$ cat src/rtl/mem_access_unit.sv
// mem_access_unit: load/store unit bridging the execute stage to a req/ack memory bus
module mem_access_unit #(
    parameter int unsigned TIMEOUT_CYCLES = 255
) (
    input  logic        clk,
    input  logic        rst,
    input  logic        req_load,
    input  logic        req_store,
    input  logic [31:0] addr,
    input  logic [31:0] store_data,
    input  logic [2:0]  funct3,
    output logic        bus_req,
    output logic        bus_we,
    output logic [31:0] bus_addr,
    output logic [31:0] bus_wdata,
    output logic [3:0]  bus_sel,
    input  logic        bus_ack,
    input  logic [31:0] bus_rdata,
    output logic [31:0] load_data,
    output logic        load_valid,
    output logic        stall,
    output logic        access_err,
    output logic        timeout_err
);
    typedef enum logic [1:0] {IDLE, ACCESS, DONE} state_t;

    state_t      state;
    logic [7:0]  wait_cnt;
    logic [1:0]  off;
    logic [2:0]  f3;
    logic        req;
    logic        f3_ok;
    logic        align_ok;
    logic        legal;
    logic [3:0]  sel;
    logic [31:0] wdata;
    logic [15:0] lane;
    logic [31:0] ext;

    // Decode the incoming request: legality, lane mask and replicated store data
    always_comb begin
        req = req_load | req_store;
        f3_ok = req_load ? (funct3[1:0] != 2'b11 && funct3 != 3'b110)
                         : (!funct3[2] && funct3[1:0] != 2'b11);
        align_ok = funct3[1] ? (addr[1:0] == 2'b00) : (!funct3[0] || !addr[0]);
        legal = f3_ok && align_ok;
        sel = funct3[1] ? 4'b1111 : funct3[0] ? 4'b0011 << addr[1:0] : 4'b0001 << addr[1:0];
        wdata = funct3[1] ? store_data : funct3[0] ? {2{store_data[15:0]}} : {4{store_data[7:0]}};
    end

    // Pick the addressed byte/half out of the read word and extend it
    always_comb begin
        lane = 16'(bus_rdata >> {off, 3'b000});
        ext = f3[1] ? bus_rdata
            : f3[0] ? {{16{~f3[2] & lane[15]}}, lane}
                    : {{24{~f3[2] & lane[7]}}, lane[7:0]};
    end

    // Upstream freeze: held while a legal request is taken and during the bus access
    assign stall = !rst && ((state == IDLE && req && legal) || state == ACCESS);

    // Access FSM with registered bus and status outputs
    always_ff @(posedge clk) begin
        if (rst) begin
            state       <= IDLE;
            wait_cnt    <= '0;
            off         <= '0;
            f3          <= '0;
            bus_req     <= 1'b0;
            bus_we      <= 1'b0;
            bus_addr    <= '0;
            bus_wdata   <= '0;
            bus_sel     <= '0;
            load_data   <= '0;
            load_valid  <= 1'b0;
            access_err  <= 1'b0;
            timeout_err <= 1'b0;
        end else begin
            load_valid  <= 1'b0;
            access_err  <= 1'b0;
            timeout_err <= 1'b0;
            case (state)
                IDLE: begin
                    if (req && legal) begin
                        state     <= ACCESS;
                        wait_cnt  <= '0;
                        off       <= addr[1:0];
                        f3        <= funct3;
                        bus_req   <= 1'b1;
                        bus_we    <= !req_load;
                        bus_addr  <= {addr[31:2], 2'b00};
                        bus_sel   <= sel;
                        bus_wdata <= wdata;
                    end else if (req) begin
                        access_err <= 1'b1;
                    end
                end
                ACCESS: begin
                    if (bus_ack) begin
                        state   <= DONE;
                        bus_req <= 1'b0;
                        if (!bus_we) begin
                            load_data  <= ext;
                            load_valid <= 1'b1;
                        end
                    end else if (wait_cnt == 8'(TIMEOUT_CYCLES - 1)) begin
                        state       <= IDLE;
                        bus_req     <= 1'b0;
                        timeout_err <= 1'b1;
                    end else begin
                        wait_cnt <= wait_cnt + 8'd1;
                    end
                end
                DONE: state <= IDLE;
                default: state <= IDLE;
            endcase
        end
    end
endmodule

$ cat config.mk
export PLATFORM = sky130hd
export DESIGN_NAME = mem_access_unit
export DESIGN_NICKNAME = d
export VERILOG_FILES = /design/src/rtl/mem_access_unit.sv
export SDC_FILE = /design/constraint.sdc
export NUM_CORES = 1
export LEC_CHECK = 0
export ABC_AREA = 1
export CORE_MARGIN = 2
export CORE_UTILIZATION = 30
export CTS_CLUSTER_DIAMETER = 120
export DETAILED_ROUTE_END_ITERATION = 6
export RECOVER_POWER = 25
export SKIP_LAST_GASP = 1
export SLEW_MARGIN = 10
export SYNTH_ARGS = -nofsm -noshare
export SYNTH_HDL_FRONTEND = slang
export SYNTH_SLANG_ARGS = --single-unit
export TNS_END_PERCENT = 50
$ cat constraint.sdc
create_clock -name clk -period 2.7 [get_ports clk]
set_clock_uncertainty 0.05 [all_clocks]
set_input_delay 0.54 -clock clk [delete_from_list [all_inputs] [get_ports clk]]
set_output_delay 0.54 -clock clk [all_outputs]
set_load 0.01 [all_outputs]
==> results of run 1 <==
==> cell type report <==
type / instances / area, um^2
Fill cell: 1807 / 9620
Multi-Input combinational cell: 552 / 2590
Sequential cell: 118 / 2360
Timing Repair Buffer: 223 / 2200
Clock buffer: 18 / 439
Tap cell: 229 / 287
Clock inverter: 14 / 201
Inverter: 52 / 198
==> layer usage <==
layer,up-vias,share of wire
met3,13,0.11
met5,-,0
met4,0,0.0087
met1,2546,0.44
met2,216,0.44
li1,2908,-
==> worst max-delay path, delay by kind of cell <==
family / cells / cell delay (ns)
AND/OR/NAND/NOR: 4 / 0.34
AO/OA/AOI/OAI: 1 / 0.20
buffers and inverters: 3 / 0.88
==> Yosys cell counts (all sizes together) <==
cell type  number  share of area
a21oi         124           0.11
buf            34          0.043
clkbuf         19          0.013
clkinv          1        0.00069
conb            1        0.00069
dfxtp         118           0.43
ha              2         0.0046
inv            51          0.035
nand2         246           0.17
nand3          44          0.048
nand4           2         0.0023
nor2           37          0.032
nor3            1        0.00091
nor4            1         0.0011
o211ai          1         0.0014
o21ai          79          0.072
o22ai           3         0.0034
o31ai           7          0.016
xnor2           2         0.0032
xor2            1         0.0016
==> where the power goes <==
part	internal, W	switching, W	total [W]	leakage, nW
Sequential	0.00183	0.0000528	0.00189	0.961
Clock	0.00158	0.000855	0.00243	0.295
Combinational	0.000406	0.000458	0.000864	2.07
==> sequential cells by signal, indices dropped and copies added, names as in the netlist, 2 cells and up <==
name	cells
bus_wdata	32
load_data	32
bus_addr	30
wait_cnt	8
bus_sel	4
f3	3
off	2
state	2
==> per-stage QoR <==
stage / utilization / setup slack [ns] / instance area (um^2) / TNS [ns]
3_5_place_dp: 0.428 / -0.162 / 7670 / -1.93
2_1_floorplan: - / 0.696 / 5480 / 0
5_1_grt: 0.462 / 0.0116 / 8280 / 0
3_3_place_gp: 0.428 / -0.157 / 7670 / -1.21
4_1_cts: 0.464 / 0.110 / 8310 / 0
6_report: 0.462 / 0.140 / 8280 / 0
==> logic make-up (layout without fill, tap and decap cells) <==
group,count (synthesis),in the layout,share of synthesized area
simple gates,331,331,0.258
compound gates,214,214,0.208
flops,118,118,0.432
buf+inv,105,307,0.0924
xor+xnor,3,3,0.00480
fa+ha+maj,2,2,0.00457
other cells,1,2,0.000685
==> how the worst max path moves through the flow <==
stage | start | to | slack (ns)
final | req_load | stall | 0.14
after detailed placement | req_load | stall | -0.16
after floorplan | funct3[1] | stall | 0.70
after global routing | off[0] | load_data[21] | 0.01
after CTS | req_load | stall | 0.11
after global placement | req_load | stall | -0.16
==> flow_summary.json, run 1 <==
{
  "status": "complete, no violations",
  "reg2reg_depth": 8,
  "antenna_found_initial": 0,
  "ys_types": 34,
  "cts.root.buffer_cell": "clkbuf_16",
  "holdWs_ns": 0.394,
  "slew_headroom": 0.0194,
  "critPathKind": "input pin to output port",
  "gp_congestion": 0.822,
  "ys_ff_latch": 118,
  "cts_buffers": 17,
  "track_usage": 0.188,
  "ant_nets": 0,
  "final-max-slew-violation-count": 0,
  "grt_pass1_vias": 5403,
  "ios": 210,
  "use_met2": 0.291,
  "finalWirelength_um": 18500,
  "period_needed_ns": 2.56,
  "path_clk_slew_ns": 0.06,
  "grt_pass1_wl_um": 28900,
  "drc": 0,
  "reg2reg_to": "load_data[20]",
  "ys_seq_area_frac": 0.432,
  "grt_max_degree": 65,
  "drtPass1Iterations": 5,
  "grt_remaining_overflow": 0,
  "rsz0062_at_grt": "false",
  "holdPathEnd": "bus_addr[31]",
  "maxCapViolations": 0,
  "finalCritPeriodShare": 0.948,
  "syn2layout_area_growth_pct": 51.3,
  "fin_cells": 1206,
  "final_common_cell": "nand2_1",
  "top_usage_layer": "met2",
  "max-clock-path-buffers": 2,
  "hold-path-cell-count": 2,
  "end_kind": "output port",
  "synth_area_um2": 5470,
  "finalHoldViolations": 0,
  "synthCells": 774,
  "fp.dieW_um": 139,
  "wire_per_inst_um": 15.3,
  "drt_iter0_markers": 295,
  "irDropWorstVdd_v": 0.000433,
  "dieHeight_um": 139,
  "arrival_ns": 1.97,
  "hold_buffers": 0,
  "dp_hpwl_um": 13100,
  "drive_gt1_frac": 0.0778,
  "crit_path_max_incr_delay_ns": 0.50,
  "viasPerCell": 4.71,
  "cts_sinks": 118,
  "hp-start": "bus_addr[31]",
  "finalNetCount": 1070,
  "critPathSlowestCell": "clkdlybuf4s50_1",
  "setup_viol": 0,
  "start_util": 0.306,
  "clk_latency_ns": 0.41,
  "n_antenna_cell": 0,
  "final_cell_mix": "240 x nand2_1, 189 x clkdlybuf4s50_1, 122 x a21oi_1, 118 x dfxtp_1, 72 x o21ai_0",
  "gr-usage-met1": 0.234,
  "port_buffers": 207,
  "required_ns": 2.11,
  "synth_warnings": 0,
  "core-area_um2": 17900,
  "worstMarginPinSlew_ns": 1.47,
  "cts_tree": "yes",
  "htreeDepth": 4,
  "cp_max_fo": 3,
  "r2r-start": "off[0]",
  "startpoint_type": "input pin",
  "pwr_density_cell_nw_per_um2": 626,
  "dieArea_um2": 19300,
  "min_path_type": "flop to flop",
  "reg2reg_slack_ns": 0.26,
  "path_cells": "clkdlybuf4s50_1, inv_1, nand2_1, nand2_2, nor2_4, nand3_4, a21oi_1, dlygate4sd2_1",
  "avgSynthCellArea_um2": 7.07,
  "fmax_mhz": 391,
  "row_count": 49,
  "dr_total_vias": 5683,
  "leakage_nw": 3.32,
  "fin_total_pwr_w": 0.00518,
  "dp.cells": 1174,
  "grt_use_met3": 0.0981,
  "cts_setup_buffers": 0,
  "post_cts_resized": 1
}
(Power assumes the default switching activity.)
==> inputs of run 2 (changes only) <==
==> constraint.sdc (replaced) <==
create_clock -name clk -period 2.85 [get_ports clk]
set_clock_uncertainty 0.05 [all_clocks]
set_input_delay 0.4275 -clock clk [delete_from_list [all_inputs] [get_ports clk]]
set_output_delay 0.4275 -clock clk [all_outputs]
set_load 0.01 [all_outputs]
==> flow_summary.json, run 2 (same netlist as run 1, synthesis figures left out) <==
{
  "htreeDepth": 4,
  "row_count": 49,
  "grt_pass1_vias": 5618,
  "irDropWorstVdd_v": 0.000436,
  "arrival_ns": 2.12,
  "dp.cells": 1171,
  "maxCapViolations": 0,
  "worstMarginPinSlew_ns": 1.48,
  "clk_latency_ns": 0.41,
  "ant_nets": 0,
  "power_switching_w": 0.00125,
  "fmax_mhz": 385,
  "gp_congestion": 0.847,
  "grt_pass1_wl_um": 29700,
  "required_ns": 2.37,
  "hold_buffers": 0,
  "core-area_um2": 17900,
  "cp_max_fo": 6,
  "min_path_type": "flop to flop",
  "crit_path_max_incr_delay_ns": 0.61,
  "internal-power_w": 0.00333,
  "switching_share": 0.273,
  "power_frac_comb": 0.177,
  "finalNetCount": 1067,
  "period_needed_ns": 2.60,
  "dieArea_um2": 19300,
  "slew_headroom": 0.0157,
  "hold-path-cell-count": 2,
  "path_cells": "clkdlybuf4s50_1, nor2_1, nand2_1, nand2_1, nand3_4, a21oi_1, clkdlybuf4s50_1",
  "seqPwrFrac": 0.391,
  "antenna_found_initial": 1,
  "holdWs_ns": 0.385,
  "cts_setup_buffers": 0,
  "drc": 0,
  "drt_iter0_markers": 355,
  "final_common_cell": "nand2_1",
  "critPathKind": "input pin to output port",
  "final_cell_mix": "238 x nand2_1, 173 x clkdlybuf4s50_1, 122 x a21oi_1, 118 x dfxtp_1, 72 x o21ai_0",
  "viasPerCell": 4.74,
  "status": "complete, no violations",
  "cts_buffers": 17,
  "post_cts_resized": 0,
  "path_clk_slew_ns": 0.05,
  "dp_hpwl_um": 13200,
  "dr_total_vias": 5702,
  "drtPass1Iterations": 5,
  "setup_viol": 0,
  "totalNegativeSetupSlack_ns": 0,
  "clock_power_share": 0.432,
  "cts_tree": "yes",
  "ios": 210,
  "finalHoldViolations": 0,
  "dieHeight_um": 139,
  "final-max-slew-violation-count": 0,
  "wire_per_inst_um": 15.4,
  "cts.root.buffer_cell": "clkbuf_16",
  "startpoint_type": "input pin",
  "cts_sinks": 118,
  "end_kind": "output port",
  "max-clock-path-buffers": 2,
  "fp.dieW_um": 139,
  "finalCritPeriodShare": 0.911,
  "reg_top3": "bus_wdata (32), load_data (32), bus_addr (30)",
  "grt_max_degree": 65,
  "finalWirelength_um": 18500,
  "syn2layout_area_growth_pct": 48.9,
  "pwr_density_cell_nw_per_um2": 561,
  "critPathSlowestCell": "clkdlybuf4s50_1",
  "leakage_nw": 3.32,
  "start_util": 0.306,
  "rsz0062_at_grt": "false",
  "port_buffers": 207,
  "drive_gt1_frac": 0.0729,
  "fin_cells": 1204,
  "track_usage": 0.192,
  "grt_remaining_overflow": 0,
  "reg2reg_depth": 8
}
-- run 2: cell types whose count changed in the layout (fill, tap and decap cells not counted), sizes merged, moves of 2 or more --
cell,change
dlygate4sd3,+17
clkdlybuf4s50,-16
clkinv,+5
buf,-4
bufinv,-3
clkbuf,+2
clkinvlp,-2
-- run 2: final cells by class --
cell class	instances	area [um^2]
timing repair buffer	220	2170
clock buffer	19	443
clock inverter	13	109
multi-input combinational	552	2580
fill	1874	9750
sequential	118	2360
tap	229	287
inverter	52	198
antenna	1	2.50
-- run 2: path summary, 6_finish.rpt --
check | slack [ns] | endpoint | from
worst max register to register | 0.48 | load_data[16] | off[0]
worst min-delay path | 0.39 | bus_addr[31] | bus_addr[31]
worst min register to register | 0.39 | bus_addr[31] | bus_addr[31]
worst max-delay path | 0.25 | stall | addr[0]
-- run 2: per-stage QoR --
stage           util  worst slack (ns)  power [W]  area (um^2)
4_1_cts        0.457             0.235    0.00465         8180
2_1_floorplan      -              1.07    0.00224         5480
3_3_place_gp   0.426             0.262    0.00265         7630
6_report       0.455             0.254    0.00457         8150
3_5_place_dp   0.426             0.253    0.00265         7630
5_1_grt        0.455             0.111    0.00479         8150
-- run 2: layer usage --
layer	wire length (um)	track usage
met1	8250	0.238
met2	8040	0.299
met3	1920	0.0884
met4	320	0.0579
met5	0	0
-- run 2: power groups by stage --
| stage | logic (W) | clock network, W | registers (W) |
|---|---|---|---|
| floorplan | 0.000389 | 0 | 0.00185 |
| global placement | 0.000831 | 0 | 0.00182 |
| detailed placement | 0.000829 | 0 | 0.00182 |
| CTS | 0.000834 | 0.00203 | 0.00179 |
| global route | 0.000894 | 0.00210 | 0.00180 |
| finish | 0.000809 | 0.00198 | 0.00179 |
-- run 2: critical path: cells and delay by family --
| kind | cells | cell delay, ns |
|---|---|---|
| and+or+nand+nor | 4 | 0.44 |
| AOI/OAI and AO/OA | 1 | 0.14 |
| buffers and inverters | 2 | 1.11 |
